<file path="src/rtl/ir_pkg.sv">
// Shared types and helpers for the IR packet receive path.
// States, direction bit indices and the burst length matcher.
package ir_pkg;

  localparam int CNT_W = 8;

  localparam int BIT_RIGHT = 0;
  localparam int BIT_LEFT  = 1;
  localparam int BIT_BACK  = 2;
  localparam int BIT_FWD   = 3;

  typedef enum logic [2:0] {
    WAIT_START,
    WAIT_SEL,
    RIGHT,
    LEFT,
    BACK,
    FWD
  } state_t;

  function automatic logic match(
    input int n,
    input int l,
    input int tol
  );
    int d;
    d = (n > l) ? n - l : l - n;
    return d <= tol;
  endfunction

endpackage

</file>
<file path="src/rtl/ir_burst_meter.sv">
// Measures carrier bursts on the raw IR input in pulses, and
// times the silence between bursts.
module ir_burst_meter
  import ir_pkg::*;
#(
  parameter int ENV_TIMEOUT = 2500,
  parameter int GAP_MAX     = 100000
) (
  input  logic             clk,
  input  logic             rst_n,
  input  logic             ir_in,
  output logic             burst_done,
  output logic [CNT_W-1:0] n,
  output logic             gap_expired
);

  localparam int EW = $clog2(ENV_TIMEOUT + 1);
  localparam int GW = $clog2(GAP_MAX + 3);

  logic [2:0]       sync;
  logic             pulse;
  logic             active;
  logic             gap_run;
  logic [EW-1:0]    env;
  logic [GW-1:0]    gap;
  logic [CNT_W-1:0] cnt;

  assign pulse       = sync[1] & ~sync[2];
  assign burst_done  = active && (env == EW'(ENV_TIMEOUT));
  assign n           = cnt;
  // gap counts the done cycle as 1; saturates one past the trip point
  assign gap_expired = gap_run && (gap == GW'(GAP_MAX + 1));

  always_ff @(posedge clk or negedge rst_n) begin
    if (!rst_n) begin
      sync    <= '0;
      active  <= 1'b0;
      gap_run <= 1'b0;
      env     <= '0;
      gap     <= '0;
      cnt     <= '0;
    end else begin
      sync   <= {sync[1:0], ir_in};
      active <= pulse | (active & ~burst_done);

      if (pulse)
        env <= '0;
      else if (active && env != EW'(ENV_TIMEOUT))
        env <= env + EW'(1);

      if (burst_done)
        cnt <= pulse ? CNT_W'(1) : '0;
      else if (pulse && cnt != '1)
        cnt <= cnt + CNT_W'(1);

      if (pulse)
        gap_run <= 1'b0;
      else if (burst_done)
        gap_run <= 1'b1;

      if (burst_done)
        gap <= GW'(1);
      else if (gap_run && gap != GW'(GAP_MAX + 2))
        gap <= gap + GW'(1);
    end
  end

endmodule

</file>
<file path="src/rtl/ir_packet_decoder.sv">
// Decodes one IR remote packet (start, select, R/L/B/F bursts)
// into direction bits, with link-hold timeout.
module ir_packet_decoder
  import ir_pkg::*;
#(
  parameter int ENV_TIMEOUT  = 2500,
  parameter int GAP_MAX      = 100000,
  parameter int HOLD_CYCLES  = 10000000,
  parameter int START_LEN    = 191,
  parameter int SEL_LEN      = 47,
  parameter int ASSERT_LEN   = 47,
  parameter int DEASSERT_LEN = 22,
  parameter int TOL          = 4
) (
  input  logic       CLK,
  input  logic       RESET_N,
  input  logic       IR_IN,
  output logic [3:0] DIR,
  output logic       PKT_VALID,
  output logic       PKT_ERR,
  output logic       LINK_OK
);

  localparam int HW = $clog2(HOLD_CYCLES + 1);

  logic             burst_done;
  logic             gap_expired;
  logic [CNT_W-1:0] n;

  ir_burst_meter #(
    .ENV_TIMEOUT (ENV_TIMEOUT),
    .GAP_MAX     (GAP_MAX)
  ) u_meter (
    .clk         (CLK),
    .rst_n       (RESET_N),
    .ir_in       (IR_IN),
    .burst_done  (burst_done),
    .n           (n),
    .gap_expired (gap_expired)
  );

  state_t        state, state_n, nxt;
  logic [3:0]    bits, bits_n;
  logic [1:0]    idx;
  logic          valid_n, err_n;
  logic          m_start, m_sel, m_one, m_zero;
  logic [HW-1:0] hold;
  logic          expire;

  assign m_start = match(int'(n), START_LEN, TOL);
  assign m_sel   = match(int'(n), SEL_LEN, TOL);
  assign m_one   = match(int'(n), ASSERT_LEN, TOL);
  assign m_zero  = match(int'(n), DEASSERT_LEN, TOL);
  assign expire  = LINK_OK && (hold == '0);

  always_comb begin
    idx = 2'(BIT_RIGHT);
    nxt = WAIT_START;
    unique case (state)
      RIGHT: begin idx = 2'(BIT_RIGHT); nxt = LEFT; end
      LEFT:  begin idx = 2'(BIT_LEFT);  nxt = BACK; end
      BACK:  begin idx = 2'(BIT_BACK);  nxt = FWD;  end
      FWD:   begin idx = 2'(BIT_FWD);   nxt = WAIT_START; end
      default: ;
    endcase
  end

  always_comb begin
    state_n = state;
    bits_n  = bits;
    valid_n = 1'b0;
    err_n   = 1'b0;
    if (gap_expired && state != WAIT_START) begin
      err_n   = 1'b1;
      bits_n  = '0;
      state_n = WAIT_START;
    end else if (burst_done) begin
      unique case (state)
        WAIT_START: begin
          if (m_start) state_n = WAIT_SEL;
        end
        WAIT_SEL: begin
          if (m_sel) begin
            state_n = RIGHT;
          end else if (!m_start) begin
            err_n   = 1'b1;
            state_n = WAIT_START;
          end
        end
        default: begin
          unique case (1'b1)
            m_one, m_zero: begin
              bits_n[idx] = m_one;
              state_n     = nxt;
              valid_n     = (state == FWD);
            end
            m_start: begin
              err_n   = 1'b1;
              bits_n  = '0;
              state_n = WAIT_SEL;
            end
            default: begin
              err_n   = 1'b1;
              bits_n  = '0;
              state_n = WAIT_START;
            end
          endcase
        end
      endcase
    end
  end

  always_ff @(posedge CLK or negedge RESET_N) begin
    if (!RESET_N) begin
      state     <= WAIT_START;
      bits      <= '0;
      DIR       <= '0;
      PKT_VALID <= 1'b0;
      PKT_ERR   <= 1'b0;
      LINK_OK   <= 1'b0;
      hold      <= '0;
    end else begin
      state     <= state_n;
      bits      <= bits_n;
      PKT_VALID <= valid_n;
      PKT_ERR   <= err_n;
      // a fresh packet beats a simultaneous hold expiry
      if (valid_n) begin
        DIR     <= bits_n;
        LINK_OK <= 1'b1;
        hold    <= HW'(HOLD_CYCLES - 1);
      end else if (expire) begin
        DIR     <= '0;
        LINK_OK <= 1'b0;
      end else if (hold != '0) begin
        hold <= hold - HW'(1);
      end
    end
  end

endmodule

</file>
<file path="config.mk">
export PLATFORM = sky130hd
export DESIGN_NAME = ir_packet_decoder
export DESIGN_NICKNAME = d
export VERILOG_FILES = /design/src/rtl/ir_pkg.sv /design/src/rtl/ir_burst_meter.sv /design/src/rtl/ir_packet_decoder.sv
export SDC_FILE = /design/constraint.sdc
export NUM_CORES = 1
export LEC_CHECK = 0
export CAP_MARGIN = 20
export CORE_MARGIN = 2
export CORE_UTILIZATION = 40
export CTS_BUF_LIST = sky130_fd_sc_hd__clkbuf_8
export CTS_CLUSTER_SIZE = 12
export DETAILED_ROUTE_END_ITERATION = 6
export PLACE_DENSITY_LB_ADDON = 0.12
export SLEW_MARGIN = 20
export SYNTH_ARGS = -nofsm -noshare
export SYNTH_HDL_FRONTEND = slang
export SYNTH_SLANG_ARGS = --single-unit
export TNS_END_PERCENT = 100
</file>
<file path="constraint.sdc">
create_clock -name CLK -period 5.4 [get_ports CLK]
set_clock_uncertainty 0.15 [all_clocks]
set_input_delay 1.62 -clock CLK [delete_from_list [all_inputs] [get_ports CLK]]
set_output_delay 1.62 -clock CLK [all_outputs]
set_load 0.005 [all_outputs]
</file>
* Word-level counts from Yosys, hierarchy flattened
Index checks and enable logic that the tools add are counted.
Storage, ports and cells: register bits after elaboration 80, word-level logic and storage cells 117
Cells by class: $add $sub $neg 10, order comparisons 8, equal/unequal tests 13, muxes and demuxes 45, bitwise gates (word level) 5, reduce and logical (&&, ||, !) cells 23
Operators with widths (count):
- 32-bit by 4-bit less-or-equal comparator with 1-bit output (second input constant) | 3
- 32-bit two-way mux | 3
- 24-bit two-way mux | 3
- 17-bit two-way mux | 2
- 24-bit zero test | 1
- 12-bit two-way mux | 2
- 4-bit two-way mux | 6
- 24-bit nonzero test | 1
- 24-bit by 1-bit subtractor with 24-bit output (second input constant) | 1
- 17-bit by 1-bit adder with 17-bit output (second input constant) | 1
- 17-bit equality test (second input constant) | 1
- 17-bit inequality test (second input constant) | 1
- 8-bit two-way mux | 2
- 1-bit two-way mux | 15
- 3-bit two-way mux | 5
- 2-bit nonzero test | 7
- 12-bit by 1-bit adder with 12-bit output (second input constant) | 1
- 12-bit equality test (second input constant) | 1
- 12-bit inequality test (second input constant) | 1
- 3-bit case mux with 2 select lines | 2
- 3-bit case mux with 3 select lines | 1
- 5-bit by 8-bit subtractor with 9-bit output (first input constant) | 1
- 6-bit by 8-bit subtractor with 9-bit output (first input constant) | 1
- 8-bit by 5-bit subtractor with 9-bit output (second input constant) | 1
- other kinds (29) | 41

* Logic depth before layout (Yosys ltp)
Gate-level depths: netlist of run 1.
depth after elaboration 12, gate-level depth with buffers 11, depth with buffers taken out 9

* By module
Synthesis of run 1 repeated with hierarchy kept, for this count alone.
Unflattened totals: cell total of the unflattened synthesis 538, area, all modules 4919.7 um2
By module, submodules not included:
- ir_packet_decoder | times used 1, cells an instance 313, area each 2657.5 um2, sequential area each 925.9 um2
- ir_burst_meter | times used 1, cells an instance 225, area each 2262.2 um2, sequential area each 1051.0 um2

* Least setup slack after synthesis of run 1
No wires, ideal clock.
kind register to register, start reg u_meter.cnt[1] (netlist: u_meter.n[1]), end reg PKT_ERR, arrival 2430 ps, data required time 5126 ps, setup slack 2696 ps, cell stages (with the launch flop) 10, buffers on the path 2, period minus slack after synthesis 2704 ps, cells stage by stage dfrtp_1 ha_1 clkbuf_1 a31o_2 or3_1 a211oi_2 a21o_1 buf_2 nor2_1 a211o_1
On the way: longest elaborated chain between the ends 8, elaborated cells between the ends (all ways) 22, classes of those cells add/sub (6); order compare (6); mux (9); reduce/logical (1)
Ends and longest elaborated chain:
- start: declaration | line ir_burst_meter.sv:26 | logic [CNT_W-1:0] cnt;
- start signal: assignment | line ir_burst_meter.sv:52 | cnt <= pulse ? CNT_W'(1) : '0;
- start signal: assignment | line ir_burst_meter.sv:54 | cnt <= cnt + CNT_W'(1);
- 6-bit by 8-bit subtractor with 9-bit output (tied with other cells) | line ir_pkg.sv:27 | d = (n > l) ? n - l : l - n;
- 32-bit two-way mux | line ir_pkg.sv:27
- 32-bit by 4-bit less-or-equal comparator with 1-bit output | line ir_pkg.sv:28 | return d <= tol;
- 2-bit OR reduction / 1-bit two-way mux (equally long branches) | line ir_packet_decoder.sv:91, ir_packet_decoder.sv:85
- 1-bit two-way mux (on tied branches) | line ir_packet_decoder.sv:91, ir_packet_decoder.sv:83
- 1-bit case mux with 2 select lines (*) | line ir_packet_decoder.sv:78 | unique case (state)
- 1-bit two-way mux (*) | line ir_packet_decoder.sv:77 | end else if (burst_done) begin
- 1-bit two-way mux (*) | line ir_packet_decoder.sv:73 | if (gap_expired && state != WAIT_START) begin
- named net err_n | line ir_packet_decoder.sv:45 | logic valid_n, err_n;
- end signal: assignment | line ir_packet_decoder.sv:126 | PKT_ERR <= err_n;
- end: declaration | line ir_packet_decoder.sv:20 | output logic PKT_ERR,
The timed path passes the listed nets; every way through them passes the cells marked *. A chain may end at the register's enable or synchronous reset.

* Final worst setup path of run 1
start reg u_meter.cnt[5] (netlist: u_meter.n[5]), end reg DIR[0]
On the way: longest elaborated chain between the ends 9, elaborated cells between the ends (all ways) 22, classes of those cells add/sub (4); order compare (4); mux (12); reduce/logical (2)
Ends and longest elaborated chain:
- 6-bit by 8-bit subtractor with 9-bit output (tied with other cells) | line ir_pkg.sv:27
- 32-bit two-way mux | line ir_pkg.sv:27
- 32-bit by 4-bit less-or-equal comparator with 1-bit output | line ir_pkg.sv:28
- 4-bit bitwise mux / 2-bit OR reduction (equally long branches) | line ir_packet_decoder.sv:93, ir_packet_decoder.sv:91
- 4-bit two-way mux / 1-bit two-way mux (equally long branches) | line ir_packet_decoder.sv:91 | unique case (1'b1)
- 4-bit two-way mux / 1-bit two-way mux (equally long branches) | line ir_packet_decoder.sv:78
- 4-bit two-way mux / 1-bit two-way mux (equally long branches) | line ir_packet_decoder.sv:77
- 4-bit two-way mux / 1-bit two-way mux (equally long branches) | line ir_packet_decoder.sv:73
- 4-bit two-way mux / 2-bit nonzero test (equally long branches)
- end signal: assignment | line ir_packet_decoder.sv:129 | DIR <= bits_n;
- end: declaration | line ir_packet_decoder.sv:18 | output logic [3:0] DIR,
Several ways; a longest one is shown, not always the timed one.

==> results_tabular.tex, run 1 <==
\begin{tabular}{lr}
\hline
Metric & Value \\
\hline
\multicolumn{2}{l}{\textbf{Floorplanning}} \\
Number of top-level pins & 10 \\
Effective utilization at floorplan & about two fifths \\
Die extent in y & around 110 µm \\
Die Width & 113 µm \\
Floorplan row count & 39 \\
Standard cell core area & about 0.012 mm² \\
Die outline area & approximately 0.013 mm² \\
\multicolumn{2}{l}{\textbf{Final layout}} \\
Area growth, synth to finish & 9.10\% \\
Cell area after layout & $\sim$0.0052 mm² \\
Commonest cells after routing, fill and taps aside & 80 x sky130\_fd\_sc\_hd\_\_dfrtp\_1, 60 x sky130\_fd\_sc\_hd\_\_nor2\_1, 50 x sky130\_fd\_sc\_hd\_\_nand2\_1, 30 x sky130\_fd\_sc\_hd\_\_xor2\_1, 25 x sky130\_fd\_sc\_hd\_\_inv\_1 \\
Most common cell after layout, fill and taps aside & sky130\_fd\_sc\_hd\_\_dfrtp\_1 \\
Nets & between 500 and 600 \\
Multi-input gate area in the final layout & between 0.002 and 0.003 mm² \\
Combined flip-flop and latch cell area & approximately 0.0020 mm² \\
Layout fillers & about 1.1k \\
Antenna cells & 0 \\
Share of post-route cells with drive strength above 1 & between 7 and 8\% \\
\multicolumn{2}{l}{\textbf{Routing}} \\
Routed WL & 9.71 mm \\
DRC violation count after routing & 0 \\
Via count normalized by instance count & about 5.5 \\
DRT antenna net count & 0 \\
M1 WL & slightly above 5 mm \\
First-pass DRT Iterations & 4 \\
Detailed-route wire length per cell & about 15 µm \\
Top routing layer used & met4 \\
Via count of the routed design & approximately 3.7k \\
DR iter-0 viols & 201 \\
Met2 wire length & $\sim$4.2 mm \\
Length of routed met3 wiring & a little under 400 µm \\
\multicolumn{2}{l}{\textbf{Yosys}} \\
Post-synthesis instance area & 0.00479 mm² \\
Async set-reset flop share out of synthesis & 100\% \\
Synthesized netlist cell count & slightly above 500 \\
Synth Flop Type & sky130\_fd\_sc\_hd\_\_dfrtp\_1 \\
Library cell with the largest summed area after synthesis & sky130\_fd\_sc\_hd\_\_dfrtp\_1 \\
Most area-consuming cells after synthesis & sky130\_fd\_sc\_hd\_\_dfrtp\_1 42\%, sky130\_fd\_sc\_hd\_\_xor2\_1 5.5\%, sky130\_fd\_sc\_hd\_\_ha\_1 5.2\%, sky130\_fd\_sc\_hd\_\_nor2\_1 4.7\%, sky130\_fd\_sc\_hd\_\_xnor2\_1 4.4\% \\
Synth warnings & 0 \\
Post-Syn Area per Cell & 9.22 µm² \\
Fraction of post-synthesis cell area in the top cell type by area & 41.8\% \\
EDFF count, synth & 0 \\
Post-synth net total & 542 \\
Portion of the post-synthesis area used by sequential elements & 41.8\% \\
Seq cells post-synth & 80 \\
Distinct cell type count after synthesis & 62 \\
\multicolumn{2}{l}{\textbf{Place}} \\
Placed wire-length estimate & between 6 and 7 mm \\
Cell area after placement & slightly below 0.005 mm² \\
Routability congestion estimate & approximately 0.92 \\
Total of buffers placed on input and output ports & 9 \\
\multicolumn{2}{l}{\textbf{Global route}} \\
Wire length of the first global-routing pass & roughly 17 mm \\
Vias in the first global route & around 3.6k \\
Pin count of the biggest net entering global routing & 81 \\
Grt total ovfl & 0 \\
Antenna violations before repair & 0 \\
GRT Total Usage & approximately 17\% \\
\multicolumn{2}{l}{\textbf{Timing}} \\
Min Tclk post-route & $\sim$3.4 ns \\
Setup repair after global routing missed its margin & no \\
Final period util & 63.1\% \\
TNS Setup & 0 ns \\
Worst-Margin Slew & $\sim$0.74 ns \\
Final Max Slew Viols & 0 \\
Achievable Freq & around 0.29 GHz \\
Worst slew slack as a fraction of its limit & a little over 50\% \\
Final hold viol count & 0 \\
Final count of negative-setup-slack endpoints & 0 \\
\multicolumn{2}{l}{\textbf{Clock tree}} \\
Hold-fix buffers, CTS & 0 \\
Max clock buf depth & 2 \\
Clock transition time at the flip-flop clock pins of the worst setup and hold paths & about 0.08 ns \\
Setup bufs post-CTS & 0 \\
CTS-repair resized insts & 0 \\
Insertion delay to the later sink of the worst-skew pair & approximately 0.36 ns \\
H-tree levels & 3 \\
CTS Buf Count & 9 \\
Clock sinks & 80 \\
Master cell of the clock root buffer & sky130\_fd\_sc\_hd\_\_clkbuf\_8 \\
Clock tree from TritonCTS & built \\
\multicolumn{2}{l}{\textbf{Worst setup path}} \\
Setup crit start kind & flip-flop \\
Worst Setup End Kind & flip-flop \\
Biggest fanout along the worst timing path & 29 \\
Classification of the worst setup path & flip-flop to flip-flop \\
Signal arrival time at the worst endpoint & between 3 and 4 ns \\
Req. time, crit path & 5.52 ns \\
\multicolumn{2}{l}{\textbf{Outcome}} \\
Outcome & finished clean \\
\multicolumn{2}{l}{\textbf{Power and ir drop}} \\
Largest vdd supply drop & roughly 0.17 mV \\
Leakage power figure & 2.45 nW \\
Power density over the cells & between 300 and 400 mW/mm² \\
\multicolumn{2}{l}{\textbf{Worst hold path}} \\
Path class of the lowest-slack min-delay path & flip-flop to flip-flop \\
\multicolumn{2}{l}{\textbf{Run}} \\
Number of violations of the max-capacitance limit & 0 \\
\hline
\end{tabular}
[state kept, by name (all words and copies together), names as in the netlist]
register	count
u_meter.gap_run	1
u_meter.active	1
PKT_VALID	1
hold	24
LINK_OK	1
u_meter.env	12
bits	4
u_meter.n	8
state	3
u_meter.sync	3
PKT_ERR	1
u_meter.gap	17
DIR	4
[worst max-delay path, cell delays in order (launching register included)]
cell                        delay [ns]
sky130_fd_sc_hd__dfrtp_1          0.65
sky130_fd_sc_hd__inv_1            0.26
sky130_fd_sc_hd__ha_1             0.27
sky130_fd_sc_hd__nor4bb_1         0.13
sky130_fd_sc_hd__a2111oi_0        0.41
sky130_fd_sc_hd__a211oi_1         0.10
sky130_fd_sc_hd__a22oi_1          0.30
sky130_fd_sc_hd__o21ai_1          0.26
sky130_fd_sc_hd__o2111ai_2        0.23
sky130_fd_sc_hd__buf_4            0.33
sky130_fd_sc_hd__mux2i_1          0.24
[synth_stat cells, types with 3 or more instances]
| master | number |
|---|---|
| sky130_fd_sc_hd__or3_1 | 11 |
| sky130_fd_sc_hd__xor2_1 | 30 |
| sky130_fd_sc_hd__xnor2_1 | 24 |
| sky130_fd_sc_hd__inv_1 | 25 |
| sky130_fd_sc_hd__a21oi_1 | 15 |
| sky130_fd_sc_hd__a211oi_1 | 7 |
| sky130_fd_sc_hd__nand4_1 | 12 |
| sky130_fd_sc_hd__mux2i_1 | 7 |
| sky130_fd_sc_hd__a21o_1 | 3 |
| sky130_fd_sc_hd__ha_1 | 20 |
| sky130_fd_sc_hd__o211ai_1 | 6 |
| sky130_fd_sc_hd__a41oi_1 | 3 |
| sky130_fd_sc_hd__dfrtp_1 | 80 |
| sky130_fd_sc_hd__nor3_1 | 13 |
| sky130_fd_sc_hd__o21ai_0 | 12 |
| sky130_fd_sc_hd__nor4_1 | 12 |
| sky130_fd_sc_hd__o31ai_1 | 4 |
| sky130_fd_sc_hd__or4_1 | 3 |
| sky130_fd_sc_hd__a31oi_1 | 3 |
| sky130_fd_sc_hd__or2_2 | 4 |
| sky130_fd_sc_hd__nand2_1 | 50 |
| sky130_fd_sc_hd__nor2_1 | 60 |
| sky130_fd_sc_hd__nand2b_1 | 4 |
| sky130_fd_sc_hd__clkbuf_1 | 10 |
| sky130_fd_sc_hd__nand3_1 | 19 |
| sky130_fd_sc_hd__nor2b_1 | 8 |
| sky130_fd_sc_hd__buf_2 | 8 |
| sky130_fd_sc_hd__and3_1 | 8 |
| sky130_fd_sc_hd__and2_1 | 10 |
| sky130_fd_sc_hd__o2111ai_1 | 3 |
[routing by layer]
metal  vias to the layer above  GRT usage [%]
met1                      1752           23.9
met5                         -              0
met2                        68           24.8
met3                         9           3.77
li1                       1824              -
met4                         0           4.80
[worst paths after layout]
kind / depth (start not counted) / to / slack (ns) / start
setup reg to reg: 10 / DIR[0] / 1.99 / u_meter.n[5]
min in group asynchronous: 1 / u_meter.n[2] / 1.12 / RESET_N
hold reg to reg: 0 / u_meter.sync[1] / 0.20 / u_meter.sync[0]
setup / recovery: 10 / DIR[0] / 1.99 / u_meter.n[5]
max in group asynchronous: 1 / u_meter.env[0] / 3.43 / RESET_N
hold / removal: 0 / u_meter.sync[1] / 0.20 / u_meter.sync[0]
[through the flow]
stage                     hold slack (ns)  power [mW]  util, %  setup WS (ns)  std cells
after global routing                0.208        1.71     45.2           1.56        666
after CTS                           0.207        1.63     45.1           2.03        666
final                               0.205        1.62     45.2           1.99        666
after floorplan                     0.181       0.953        -           2.70        519
after global placement              0.185        1.03     42.8           2.15        650
after detailed placement            0.189        1.04     42.8           2.08        650
[logic make-up (layout without fill, tap and decap cells)]
kind of cell / count (synthesis) / in the layout / share of synthesized area, %
DFF: 80 / 80 / 41.8
muxes: 9 / 9 / 1.93
AOI/OAI and AO/OA: 82 / 82 / 12.5
buffers and inverters: 48 / 52 / 4.44
xor gates and xnor gates: 54 / 54 / 9.88
adders and majority gates: 20 / 20 / 5.23
and+or+nand+nor: 226 / 226 / 24.2
[final cells by class]
cell class / instances / share of cell area (%)
repair buffers: 11 / 2.04
inverters: 25 / 1.80
clock inverters: 6 / 2.49
clock buffers: 10 / 2.64
multi-input cells: 391 / 49.3
flip-flops and latches: 80 / 38.3
well taps: 143 / 3.43
[where the power goes]
| group | internal (mW) | switching, mW |
|---|---|---|
| combinational | 0.123 | 0.206 |
| clock | 0.365 | 0.220 |
| sequential | 0.626 | 0.0757 |
| total | 1.11 | 0.502 |
Note: power is estimated with default switching activity, not from simulation.
==> run 2: changes to the inputs <==
==> constraint.sdc (replaced) <==
create_clock -name CLK -period 2.8 [get_ports CLK]
set_clock_uncertainty 0.15 [all_clocks]
set_input_delay 0.84 -clock CLK [delete_from_list [all_inputs] [get_ports CLK]]
set_output_delay 0.84 -clock CLK [all_outputs]
set_load 0.005 [all_outputs]
==> run 2 against run 1 <==
  * Clock power increased by 49%
  * Hold slack got worse by 0.026 ns
  * Combinational power increased to 2.9 times the previous value
  * Die area unchanged
  * Critical endpoint is now DIR[3]
  * Critical path type unchanged
==> results_tabular.tex, run 2 (synthesis gave the netlist of run 1 again) <==
\begin{tabular}{lr}
\hline
Metric & Value \\
\hline
\multicolumn{2}{l}{\textbf{Worst setup path}} \\
Setup crit start kind & flip-flop \\
Req. time, crit path & roughly 2.9 ns \\
Library cell appearing most often on the critical path & sky130\_fd\_sc\_hd\_\_o2111ai\_2 \\
Top cell family by delay on the critical path & simple AND/OR/NAND/NOR gates \\
Combined buffer and inverter count along the critical path & 1 \\
Stage delay of the slowest cell on the critical path & about 0.52 ns \\
Worst Setup End Kind & flip-flop \\
Biggest fanout along the worst timing path & 29 \\
Critical path cell sequence & or4b\_1 > or4\_4 > nor4\_4 > o2111ai\_2 > o2111ai\_2 > buf\_12 > mux2i\_1 \\
Classification of the worst setup path & flip-flop to flip-flop \\
Signal arrival time at the worst endpoint & 2.78 ns \\
Slowest-stage cell, CP & sky130\_fd\_sc\_hd\_\_or4b\_1 \\
\multicolumn{2}{l}{\textbf{Routing}} \\
DRT antenna net count & 0 \\
Detailed-route wire length per cell & 14.5 µm \\
Via count normalized by instance count & 5.44 \\
Via count of the routed design & $\sim$3.8k \\
DRC violation count after routing & 0 \\
Routed WL & 10.1 mm \\
DR iter-0 viols & $\sim$240 \\
First-pass DRT Iterations & 4 \\
\multicolumn{2}{l}{\textbf{Place}} \\
Minimum setup slack after placement & around 0.11 ns \\
Total of buffers placed on input and output ports & 9 \\
\# placed instances & $\sim$700 \\
Routability congestion estimate & between 0.8 and 0.9 \\
Placed wire-length estimate & between 7 and 8 mm \\
\multicolumn{2}{l}{\textbf{Final layout}} \\
Largest reg by FF count & hold \\
Most common cell after layout, fill and taps aside & sky130\_fd\_sc\_hd\_\_dfrtp\_1 \\
Registers with the highest flip-flop counts & hold x24, u\_meter.gap x17, u\_meter.env x12 \\
Layout fillers & around 1.1k \\
Share of post-route cells with drive strength above 1 & roughly 14\% \\
Commonest cells after routing, fill and taps aside & 79 x sky130\_fd\_sc\_hd\_\_dfrtp\_1, 60 x sky130\_fd\_sc\_hd\_\_nor2\_1, 50 x sky130\_fd\_sc\_hd\_\_nand2\_1, 30 x sky130\_fd\_sc\_hd\_\_xor2\_1, 30 x sky130\_fd\_sc\_hd\_\_buf\_4 \\
Non-filler cells in the finished layout & about 700 \\
Nets & approximately 570 \\
Antenna cells & 0 \\
Max FFs per register & 24 \\
Area growth, synth to finish & 14.3\% \\
Core utilization of the finished layout & a little under half \\
\multicolumn{2}{l}{\textbf{Global route}} \\
Grt total ovfl & 0 \\
Vias in the first global route & 3756 \\
GRT Total Usage & approximately 17\% \\
Pin count of the biggest net entering global routing & 65 \\
Wire length of the first global-routing pass & between 15 and 20 mm \\
Antenna violations before repair & 0 \\
\multicolumn{2}{l}{\textbf{Floorplanning}} \\
Standard cell core area & 0.0116 mm² \\
Die Width & $\sim$110 µm \\
Die extent in y & 113 µm \\
Floorplan row count & 39 \\
Number of top-level pins & 10 \\
Effective utilization at floorplan & 41.4\% \\
Die outline area & approximately 0.013 mm² \\
\multicolumn{2}{l}{\textbf{Clock tree}} \\
CTS Buf Count & 9 \\
Clock sinks & 80 \\
Clock transition time at the flip-flop clock pins of the worst setup and hold paths & 0.08 ns \\
Max clock buf depth & 2 \\
Setup bufs post-CTS & 0 \\
Master cell of the clock root buffer & sky130\_fd\_sc\_hd\_\_clkbuf\_8 \\
Clock tree from TritonCTS & built \\
Insertion delay to the later sink of the worst-skew pair & $\sim$0.36 ns \\
H-tree levels & 3 \\
\multicolumn{2}{l}{\textbf{Power and ir drop}} \\
Leakage power figure & approximately 2.6 nW \\
Largest vdd supply drop & around 0.35 mV \\
Power density over the cells & 568 mW/mm² \\
Total power consumption of the routed design & 3.11 mW \\
\multicolumn{2}{l}{\textbf{Timing}} \\
Final-layout worst hold slack & roughly 0.18 ns \\
Final Max Slew Viols & 0 \\
Worst-Margin Slew & between 0.5 and 0.6 ns \\
Min Tclk post-route & about 2.6 ns \\
Final count of negative-setup-slack endpoints & 0 \\
Achievable Freq & between 0.3 and 0.4 GHz \\
Worst slew slack as a fraction of its limit & a little under two thirds \\
Worst Slack Setup Final & between 0.15 and 0.2 ns \\
Final period util & around 94\% \\
Final hold viol count & 0 \\
\multicolumn{2}{l}{\textbf{Run}} \\
Number of violations of the max-capacitance limit & 0 \\
\multicolumn{2}{l}{\textbf{Outcome}} \\
Outcome & finished clean \\
\multicolumn{2}{l}{\textbf{Worst hold path}} \\
Path class of the lowest-slack min-delay path & primary input to asynchronous set/reset pin \\
\hline
\end{tabular}
[run 2: repair_timing]
action                                  in CTS  in global routing
resized for setup                            0                 13
endpoints found under the setup margin       0                 21
hold buffers                                 0                  0
[run 2: worst paths after layout]
| kind | start | to | slack (ns) | depth (start not counted) |
|---|---|---|---|---|
| worst max-delay path | u_meter.gap[12] | DIR[3] | 0.16 | 7 |
| worst min-delay path | RESET_N | u_meter.n[4] | 0.18 | 1 |
| worst max register to register | u_meter.gap[12] | DIR[3] | 0.16 | 7 |
| worst min register to register | u_meter.sync[0] | u_meter.sync[1] | 0.20 | 0 |
| max in group asynchronous | RESET_N | u_meter.n[7] | 1.68 | 2 |
| min in group CLK | u_meter.sync[0] | u_meter.sync[1] | 0.20 | 0 |
[run 2: power breakdown]
group          internal, mW  switching, mW
clock                 0.433          0.437
sequential             1.21         0.0752
combinational         0.411          0.544
[run 2: cell type report]
type | count | area, µm² | area share [%]
timing repair buffer | 42 | 377 | 6.88
sequential | 80 | 2000 | 36.6
clock buffer | 10 | 138 | 2.51
tap | 143 | 179 | 3.27
inverter | 25 | 93.8 | 1.71
clock inverter | 6 | 60.1 | 1.10
multi-input combinational | 391 | 2620 | 47.9
[run 2: through the flow]
stage,TNS [ns],instance area [µm²]
floorplan,0,4790
global placement,0,5220
detailed placement,0,5220
CTS,0,5420
global route,-0.00144,5470
finish,0,5470
[run 2: worst reg2reg max path: stages, from the launching register on]
cell and delay [ns]:
sky130_fd_sc_hd__dfrtp_1 0.41, sky130_fd_sc_hd__or4b_1 0.52, sky130_fd_sc_hd__or4_4 0.50, sky130_fd_sc_hd__nor4_4 0.23, sky130_fd_sc_hd__o2111ai_2 0.21, sky130_fd_sc_hd__o2111ai_2 0.13, sky130_fd_sc_hd__buf_12 0.21, sky130_fd_sc_hd__mux2i_1 0.21
[run 2: metal layers]
layer	track usage [%]	wire (µm)	part of all wire [%]
met1	25.5	5340	53
met2	25.0	4330	43
met3	3.13	294	2.9
met4	6.50	161	1.6
met5	0	0	0
